<file path="config.mk">
export PLATFORM = sky130hd
export DESIGN_NAME = spi_fnd_slave
export DESIGN_NICKNAME = d
export VERILOG_FILES = /design/src/rtl/spi_fnd_slave.sv
export SDC_FILE = /design/constraint.sdc
export NUM_CORES = 1
export LEC_CHECK = 0
export BUFFER_PORTS_ARGS = -buffer_cell sky130_fd_sc_hd__buf_2
export CAP_MARGIN = 10
export CORE_UTILIZATION = 33
export CTS_BUF_LIST = sky130_fd_sc_hd__clkbuf_16
export DETAILED_ROUTE_END_ITERATION = 8
export GPL_ROUTABILITY_DRIVEN = 0
export HOLD_SLACK_MARGIN = 0.06
export PLACE_DENSITY_LB_ADDON = 0.2
export SYNTH_ARGS = -nofsm -noshare
export SYNTH_HDL_FRONTEND = slang
export SYNTH_SLANG_ARGS = --single-unit
</file>
<file path="constraint.sdc">
create_clock -name clk -period 7.35 [get_ports clk]
set_input_delay 0.3675 -clock clk [delete_from_list [all_inputs] [get_ports clk]]
set_output_delay 0.3675 -clock clk [all_outputs]
set_load 0.01 [all_outputs]
</file>
<file path="src/rtl/spi_fnd_slave.sv">
// SPI slave that receives a 2-byte frame (two 0..99 values) and shows it on a
// 4-digit multiplexed 7-segment display with active-low digit and segment drives.
module spi_fnd_slave #(
   parameter int SYNC_STAGES = 2,
   parameter int SCAN_DIV    = 100_000
) (
   input  logic       clk,
   input  logic       reset,
   input  logic       SCLK,
   input  logic       MOSI,
   input  logic       SS_N,
   output logic       MISO,
   output logic [3:0] fnd_com,
   output logic [7:0] fnd_data,
   output logic       frame_valid,
   output logic       frame_err
);

   localparam int             CW        = (SCAN_DIV > 1) ? $clog2(SCAN_DIV) : 1;
   localparam logic [CW-1:0]  SCAN_LAST = CW'(SCAN_DIV - 1);

   typedef enum logic [2:0] {
      IDLE     = 3'd0,
      RX_HIGH  = 3'd1,
      RX_LOW   = 3'd2,
      WAIT_END = 3'd3,
      COMMIT   = 3'd4
   } state_t;

   function automatic logic [7:0] seg7(input logic [7:0] v);
      case (v)
         8'd0:    seg7 = 8'hC0;
         8'd1:    seg7 = 8'hF9;
         8'd2:    seg7 = 8'hA4;
         8'd3:    seg7 = 8'hB0;
         8'd4:    seg7 = 8'h99;
         8'd5:    seg7 = 8'h92;
         8'd6:    seg7 = 8'h82;
         8'd7:    seg7 = 8'hF8;
         8'd8:    seg7 = 8'h80;
         8'd9:    seg7 = 8'h90;
         default: seg7 = 8'hFF;
      endcase
   endfunction

   logic [SYNC_STAGES-1:0] r_sclk_sync, r_mosi_sync, r_ss_sync;
   logic                   r_sclk_prev, r_ss_prev;
   state_t                 r_state, w_state_nxt;
   logic [2:0]             r_bit_cnt;
   logic [6:0]             r_shift;
   logic [7:0]             r_high, r_low;
   logic [15:0]            r_disp;
   logic                   r_valid, r_err, w_valid_nxt, w_err_nxt;
   logic [CW-1:0]          r_scan;
   logic [1:0]             r_idx;
   logic [3:0]             r_com;
   logic [7:0]             r_data;

   logic       w_sclk, w_mosi, w_ss;
   logic       w_sclk_rise, w_ss_fall, w_ss_rise, w_last_bit, w_bytes_ok;
   logic [7:0] w_byte, w_sel, w_tens, w_ones, w_digit;
   logic [3:0] w_com;

   assign w_sclk      = r_sclk_sync[SYNC_STAGES-1];
   assign w_mosi      = r_mosi_sync[SYNC_STAGES-1];
   assign w_ss        = r_ss_sync[SYNC_STAGES-1];
   assign w_sclk_rise = w_sclk & ~r_sclk_prev & ~w_ss;
   assign w_ss_fall   = ~w_ss & r_ss_prev;
   assign w_ss_rise   = w_ss & ~r_ss_prev;
   assign w_byte      = {r_shift, w_mosi};
   assign w_last_bit  = (r_bit_cnt == 3'd7);
   assign w_bytes_ok  = (r_high <= 8'd99) && (r_low <= 8'd99);

   // Input synchronisers plus one extra flop for edge detection
   always_ff @(posedge clk or negedge reset) begin
      if (!reset) begin
         r_sclk_sync <= {SYNC_STAGES{1'b0}};
         r_mosi_sync <= {SYNC_STAGES{1'b0}};
         r_ss_sync   <= {SYNC_STAGES{1'b1}};
         r_sclk_prev <= 1'b0;
         r_ss_prev   <= 1'b1;
      end else begin
         r_sclk_sync <= {r_sclk_sync[SYNC_STAGES-2:0], SCLK};
         r_mosi_sync <= {r_mosi_sync[SYNC_STAGES-2:0], MOSI};
         r_ss_sync   <= {r_ss_sync[SYNC_STAGES-2:0], SS_N};
         r_sclk_prev <= w_sclk;
         r_ss_prev   <= w_ss;
      end
   end

   // Frame FSM next-state and result pulses
   always_comb begin
      w_state_nxt = r_state;
      w_valid_nxt = 1'b0;
      w_err_nxt   = 1'b0;
      case (r_state)
         IDLE: begin
            if (w_ss_fall) w_state_nxt = RX_HIGH;
            else           w_state_nxt = IDLE;
         end
         RX_HIGH: begin
            if (w_ss_rise) begin
               w_state_nxt = IDLE;
               w_err_nxt   = 1'b1;
            end else if (w_sclk_rise && w_last_bit) begin
               w_state_nxt = RX_LOW;
            end else begin
               w_state_nxt = RX_HIGH;
            end
         end
         RX_LOW: begin
            if (w_ss_rise) begin
               w_state_nxt = IDLE;
               w_err_nxt   = 1'b1;
            end else if (w_sclk_rise && w_last_bit) begin
               w_state_nxt = WAIT_END;
            end else begin
               w_state_nxt = RX_LOW;
            end
         end
         WAIT_END: begin
            if (w_ss_rise) begin
               w_state_nxt = COMMIT;
               w_valid_nxt = w_bytes_ok;
               w_err_nxt   = ~w_bytes_ok;
            end else begin
               w_state_nxt = WAIT_END;
            end
         end
         COMMIT:  w_state_nxt = IDLE;
         default: w_state_nxt = IDLE;
      endcase
   end

   // Frame state, receive datapath and display register
   always_ff @(posedge clk or negedge reset) begin
      if (!reset) begin
         r_state   <= IDLE;
         r_bit_cnt <= 3'd0;
         r_shift   <= 7'd0;
         r_high    <= 8'd0;
         r_low     <= 8'd0;
         r_disp    <= 16'd0;
         r_valid   <= 1'b0;
         r_err     <= 1'b0;
      end else begin
         r_state <= w_state_nxt;
         r_valid <= w_valid_nxt;
         r_err   <= w_err_nxt;
         if (r_state == IDLE && w_ss_fall) begin
            r_bit_cnt <= 3'd0;
            r_shift   <= 7'd0;
         end else if ((r_state == RX_HIGH || r_state == RX_LOW) && w_sclk_rise) begin
            r_shift   <= w_byte[6:0];
            r_bit_cnt <= r_bit_cnt + 3'd1;
            if (w_last_bit && r_state == RX_HIGH) r_high <= w_byte;
            else if (w_last_bit)                  r_low  <= w_byte;
         end
         if (r_state == COMMIT && w_bytes_ok) r_disp <= {r_high, r_low};
      end
   end

   // Digit index 0/1 come from the low byte, 2/3 from the high byte
   assign w_sel   = r_idx[1] ? r_disp[15:8] : r_disp[7:0];
   assign w_tens  = w_sel / 8'd10;
   assign w_ones  = w_sel % 8'd10;
   assign w_digit = r_idx[0] ? w_tens : w_ones;
   assign w_com   = ~(4'b0001 << r_idx);

   // Digit scan timer and registered display drives
   always_ff @(posedge clk or negedge reset) begin
      if (!reset) begin
         r_scan <= {CW{1'b0}};
         r_idx  <= 2'd0;
         r_com  <= 4'b1110;
         r_data <= 8'hC0;
      end else begin
         if (r_scan == SCAN_LAST) begin
            r_scan <= {CW{1'b0}};
            r_idx  <= r_idx + 2'd1;
         end else begin
            r_scan <= r_scan + CW'(1);
         end
         r_com  <= w_com;
         r_data <= seg7(w_digit);
      end
   end

   assign MISO        = 1'b0;
   assign fnd_com     = r_com;
   assign fnd_data    = r_data;
   assign frame_valid = r_valid;
   assign frame_err   = r_err;

endmodule

</file>
======== Yosys cells after proc, flatten, opt, wreduce, memory -nomap -nowiden ========
Memory sizes are Yosys's and may differ from the RTL's.
Index checks and enable logic that the tools add are counted.
operators by class
  $add $sub $neg .......................... 3
  divide/modulo/power cells ............... 2
  magnitude comparators ................... 2
  eq/ne operators ......................... 6
  shift-type cells ........................ 1
  multiplexer cells ....................... 20
  bitwise operators ....................... 11
  reduce and logical (&&, ||, !) cells .... 13
operator list
  operator                 number
  $mux W8                  3
  $add A17 B1 Y17 const B  1
  $eq A17 B17 Y1 const B   1
  $mux W17                 1
  $le A8 B7 Y1 const B     2
  $mux W7                  2
  $pmux W3 S4              1
  $mux W3                  3
  $div A8 B4 Y8 const B    1
  $mod A8 B4 Y8 const B    1
  $eq A3 B2 Y1 const B     2
  $eq A3 B3 Y1 const B     2
  $logic_and A1 B1 Y1      6
  $mux W1                  6
  $mux W2                  3
  $not A1 Y1               6
  $and A1 B1 Y1            4
  $logic_not A4 Y1         1
  $not A4 Y4               1
  $reduce_and A4 Y1        1
  $shl A1 B2 Y4 const A    1
  $add A3 B1 Y3 const B    1
  $eq A3 B1 Y1 const B     1
  $logic_not A3 Y1         1
  other kinds (6)          6
word-level totals
  register bits after elaboration ......... 86
  bits in read-only memories .............. 112
  bits of input ports ..................... 5
  output and inout port bits .............. 15
  word-level logic and storage cells ...... 76
  memories kept ........................... 1
memories
  name             words  width  rd ports  clocked after memory_dff  write ports  line  RTL
  (no name shown)  16     7      1         0                         0            31    case (v)

======== Longest topological paths before layout ========
  depth in word-level cells ............... 7
  gate-level depth with buffers ........... 17
  mapped depth without buffers ............ 14

======== Least setup slack after synthesis ========
Ideal clock, no wire load.
  kind .................................... register -> register
  start point ............................. register r_idx[1]
  end point ............................... register r_data[6] (netlist: fnd_data[6])
  library setup time ...................... 0.083 ns
  arrival time ............................ 3.299 ns
  required time ........................... 7.267 ns
  setup slack ............................. 3.968 ns
  cell stages (with the launch flop) ...... 17
  path buffers ............................ 2
  clock period less this slack ............ 3.382 ns
  cells stage by stage .................... dfrtp_1 buf_6 buf_6 nor4b_1 o21ai_1 or3_1 a21oi_1 a211oi_2 o21a_1 ha_1 inv_1 nand2_1 nand2_1 o221ai_1 a31oi_1 nand2_1 o32a_1
between the ends
  cells in the longest elaborated chain, start to end .. 5
  elaborated cells between the ends (all ways) .. 7
  classes of those cells .................. 2 x div; 3 x mux; 1 x reduce/logical; 1 x memory
RTL lines
  item                                                line      RTL
  start: declaration                                  55        logic [1:0] r_idx;
  start signal: assignment                            180       r_idx <= r_idx + 2'd1;
  $mux W8 *                                           164       assign w_sel = r_idx[1] ? r_disp[15:8] : r_disp[7:0];
  $mod A8 B4 Y8 or $div A8 B4 Y8 (tied branches)      166, 165
  $mux W8 *                                           167       assign w_digit = r_idx[0] ? w_tens : w_ones;
  $mem_v2 Z16 W7 or $logic_not A4 Y1 (tied branches)  --
  $mux W8 *                                           31
  end signal: assignment                              185       r_data <= seg7(w_digit);
  end: declaration                                    57        logic [7:0] r_data;
Every way passes the cells marked *; elsewhere a longest branch is shown, timed or not.
A chain may end at the register's enable or synchronous reset.

======== Worst setup path in the final report ========
Same ends and word-level chain as after synthesis.

==> summary.md <==
| Metric | Value |
|---|---|
| Slew HR | `between 40 and 50%` |
| IO Pins | `20` |
| Post-CTS Hold Buffers | `1` |
| Area Overhead vs Synth | `11.66%` |
| Max-cap violations | `0` |
| Root buffer selected by CTS | `clkbuf_16` |
| Crit end category | `register` |
| Die X-Extent | `117.8 microns` |
| CP Data Required Time | `around 7.6 ns` |
| Initial antenna violation count | `0` |
| Postcts setup bufs | `0` |
| Vias/cell | `5.345` |
| Final setup viols | `0` |
| RSZ-0062 raised after global routing | `no` |
| CP arrival | `4.52 ns` |
| Post-CTS sizing | `0` |
| GRT Total Usage | `approximately 14%` |
| Core area | `approximately 13000 sq um` |
| Longest Clk Path Bufs | `2` |
| Library cells used by synthesis | `67` |
| Die height | `117.8 microns` |
| Sequential share of the synthesized area | `approximately half` |
| Pre-CTS setup slack | `~3.2 ns` |
| Tcrit/Tclk final | `between 50% and 60%` |
| Crit path max-delay cell type | `dfrtp_1` |
| Setup TNS | `0 ns` |
| Ys Warns | `0` |
| Clk_skew | `~0.0072 ns` |
| Post-DP HPWL | `6377 microns` |
| CTS buffer count | `9` |
| Worst r2r dst | `fnd_data[6]` |
| Synthesized area | `roughly 4400 sq um` |
| GRT overflow | `0` |
| Multiplexer share of the synthesized area | `11.63%` |
| Share of layout cells above drive strength 1 | `approximately a fifth` |
| Post-synth EDFFs | `0` |
| Critical path peak fanout | `19` |
| Post-synth top flop | `dfrtp_1` |
| Simple-gate portion of the synthesized area | `between 10 and 15%` |
| Crit path time final | `4.261 ns` |
| Final Routed Wirelength | `~9200 microns` |
| Register-to-register setup slack | `roughly 3.1 ns` |
| Slowest cell delay on critical path | `around 0.87 ns` |
| CTS sink cnt | `between 80 and 90` |
| Hold EP | `r_ss_sync[0]` |
| Worst min-delay path category | `in -> reg` |
| RR Startpoint | `r_idx[1]` |
| Routed len/inst | `about 15 microns` |
| Synth async-reset ratio | `100.0%` |
| Register share of total power | `around half` |
| DR DRC count | `0` |
| Critical path class | `reg -> reg` |
| Cell family with most CP delay | `compound AO/OA/AOI/OAI gates` |
| Worst Tran Pin Value | `between 0.8 and 0.9 ns` |
| Final worst slack | `3.089 ns` |
| Synth Area in Compound Gates | `between 10 and 15%` |
| H-tree depth | `3` |
| CTS tree | `yes` |
| Die ar. | `roughly 14000 sq um` |
| Clock Power Share | `a little under half` |
| Port Buffers | `17` |
| Largest family of logic cells by synthesized area | `compound AO/OA/AOI/OAI gates` |
| Crit start category | `register` |
| Adder-Cell Fraction of Synth Area | `under 10%` |
| Syn Nets | `around 430` |
| Hold depth | `1` |
| Row Count | `a little over 40` |
| Status | `finished, final reports clean` |
| Pins Over Slew Limit | `0` |
| Worst reg-to-reg path cell count | `14` |
| DRT Pass-1 Iters | `4` |
| Count of final hold-check violations | `0` |
| Initial Utilization | `about a third` |
| Largest net degree at the start of global routing | `67` |
| Int Pwr | `around 750 uW` |
| Worst-path clk slew | `0.06 ns` |
| Sw Ratio | `around 22%` |
| Buf/Inv on CP | `1` |
| Highest Clock Rate | `between 200 and 250 MHz` |
| Final Core Density | `roughly two fifths` |
| Peak supply drop | `0.1113 mV` |
| Most used cell, CP | `nand2_1` |
| Leak | `~0.0022 uW` |
| Comb pwr share | `approximately 3.2%` |
| First-pass GRT wire length | `15780 microns` |
| N_diodes | `0` |
| Vias in the first global route | `a little over 3000` |
| Worst-path cell chain | `mux2i_2 > xnor2_1 > a31oi_1 > and3_1 > nand4_1 > o21a_1 > ha_1 > inv_1 > nand2_1 > nand2_1 > o221ai_1 > a31oi_1 > nand2_1 > o32a_1` |
| Mean post-synth cell area | `approximately 11 sq um` |
| Antenna Violating Nets Remaining | `0` |
| Clock latency on the worst-skew pair | `roughly 0.34 ns` |
| Yosys reg bits | `between 80 and 90` |
| Starting DRC count in detailed routing | `approximately 220` |
| Pwr/cell area | `between 150 and 200 nW/um^2` |
| Hold Startpoint | `SS_N` |
| Nets@finish | `441` |
| Mapped Cells | `between 400 and 500` |
| Detailed-route via count | `~3200` |
| NetSw | `about 210 uW` |
| Synth Area in XOR/XNOR | `~4%` |
[power by group through the flow]
stage / Combinational, uW / Clock, uW / Sequential, uW
after global placement: 30.9 / 0 / 497
after global routing: 35.8 / 481 / 490
after detailed placement: 31.6 / 0 / 498
final: 30.7 / 445 / 490
after CTS: 32.2 / 460 / 489
after floorplan: 20.0 / 0 / 494
[routing by layer]
layer,global-route usage (%),vias to the layer above,wire length (microns)
li1,-,1550,-
met1,19.64,1601,4429
met2,21.40,59,4211
met3,3.391,13,358
met4,5.369,0,162
met5,0,-,0
[metrics by stage]
| stage | std cells | area, sq um | power, uW | hold slack (ns) |
|---|---|---|---|---|
| CTS | 603 | 4937 | 982.0 | 0.1164 |
| finish | 603 | 4937 | 965.1 | 0.1281 |
| floorplan | 414 | 4422 | 513.9 | 0.07191 |
| detailed placement | 586 | 4634 | 529.5 | 0.2714 |
| global placement | 586 | 4634 | 528.2 | 0.2694 |
| global route | 603 | 4937 | 1007 | 0.1172 |
[Yosys cell counts, drive strengths merged (5+ instances only)]
cell,instances,area (sq um)
dfrtp,78,1952
mux2,38,427.9
nor2,32,120.1
nand2,28,105.1
nand3,21,105.1
o21ai,18,93.84
inv,14,52.55
xnor2,11,96.34
a211oi,10,85.08
a21oi,10,50.05
clkbuf,10,37.54
ha,10,125.1
a22o,9,78.83
buf,9,67.55
xor2,9,78.83
a31oi,8,50.05
nand4,8,50.05
dfstp,7,183.9
mux2i,7,86.33
nor3,7,35.03
o211ai,7,52.55
and3,6,42.54
nor4,5,37.53
o22ai,5,31.28
[logic make-up after synthesis]
logic type / count (synthesis)
and+or+nand+nor: 127
AOI/OAI and AO/OA: 92
DFF: 85
muxes: 45
buffers and inverters: 33
xor gates and xnor gates: 20
adders and majority gates: 10
other: 2
[final cells by class]
cell class              count  area (sq um)
clock buffers               9         225.2
clock inverters             7         67.56
fillers                  1294          7888
inverters                  14         52.55
multi-input cells         296          2128
flip-flops and latches     85          2136
well taps                 172         215.2
repair buffers             20         112.6
[placed cells by master, fill, tap and decap left out, drive strengths merged, types with 4 or more instances in the layout]
cell type / n
buf: 19
nand4: 8
nand2: 28
xnor2: 11
a211oi: 10
nand3: 21
o22ai: 5
xor2: 9
o21ai: 18
dfrtp: 78
nor2: 32
dfstp: 7
and3: 6
clkinv: 4
o211ai: 7
clkbuf: 9
mux2: 38
nor4: 5
inv: 15
nor3: 7
a22o: 9
a21oi: 10
a31oi: 8
ha: 10
mux2i: 7
[sequential cells by signal, indices dropped and copies added, names as in the netlist, 3 cells and up]
signal	flops
r_scan	17
fnd_com	4
r_high	8
r_low	8
fnd_data	7
r_state	3
r_bit_cnt	3
r_shift	7
r_disp	16
[worst max-delay path by stage]
stage                     startpoint           to  cells past startpoint
after floorplan             r_idx[1]  fnd_data[6]                     16
after global placement      r_idx[1]  fnd_data[6]                     14
after detailed placement    r_idx[1]  fnd_data[6]                     14
after CTS                   r_idx[1]  fnd_data[6]                     14
after global routing        r_idx[1]  fnd_data[6]                     14
final                       r_idx[1]  fnd_data[6]                     14
(Power assumes the default switching activity.)
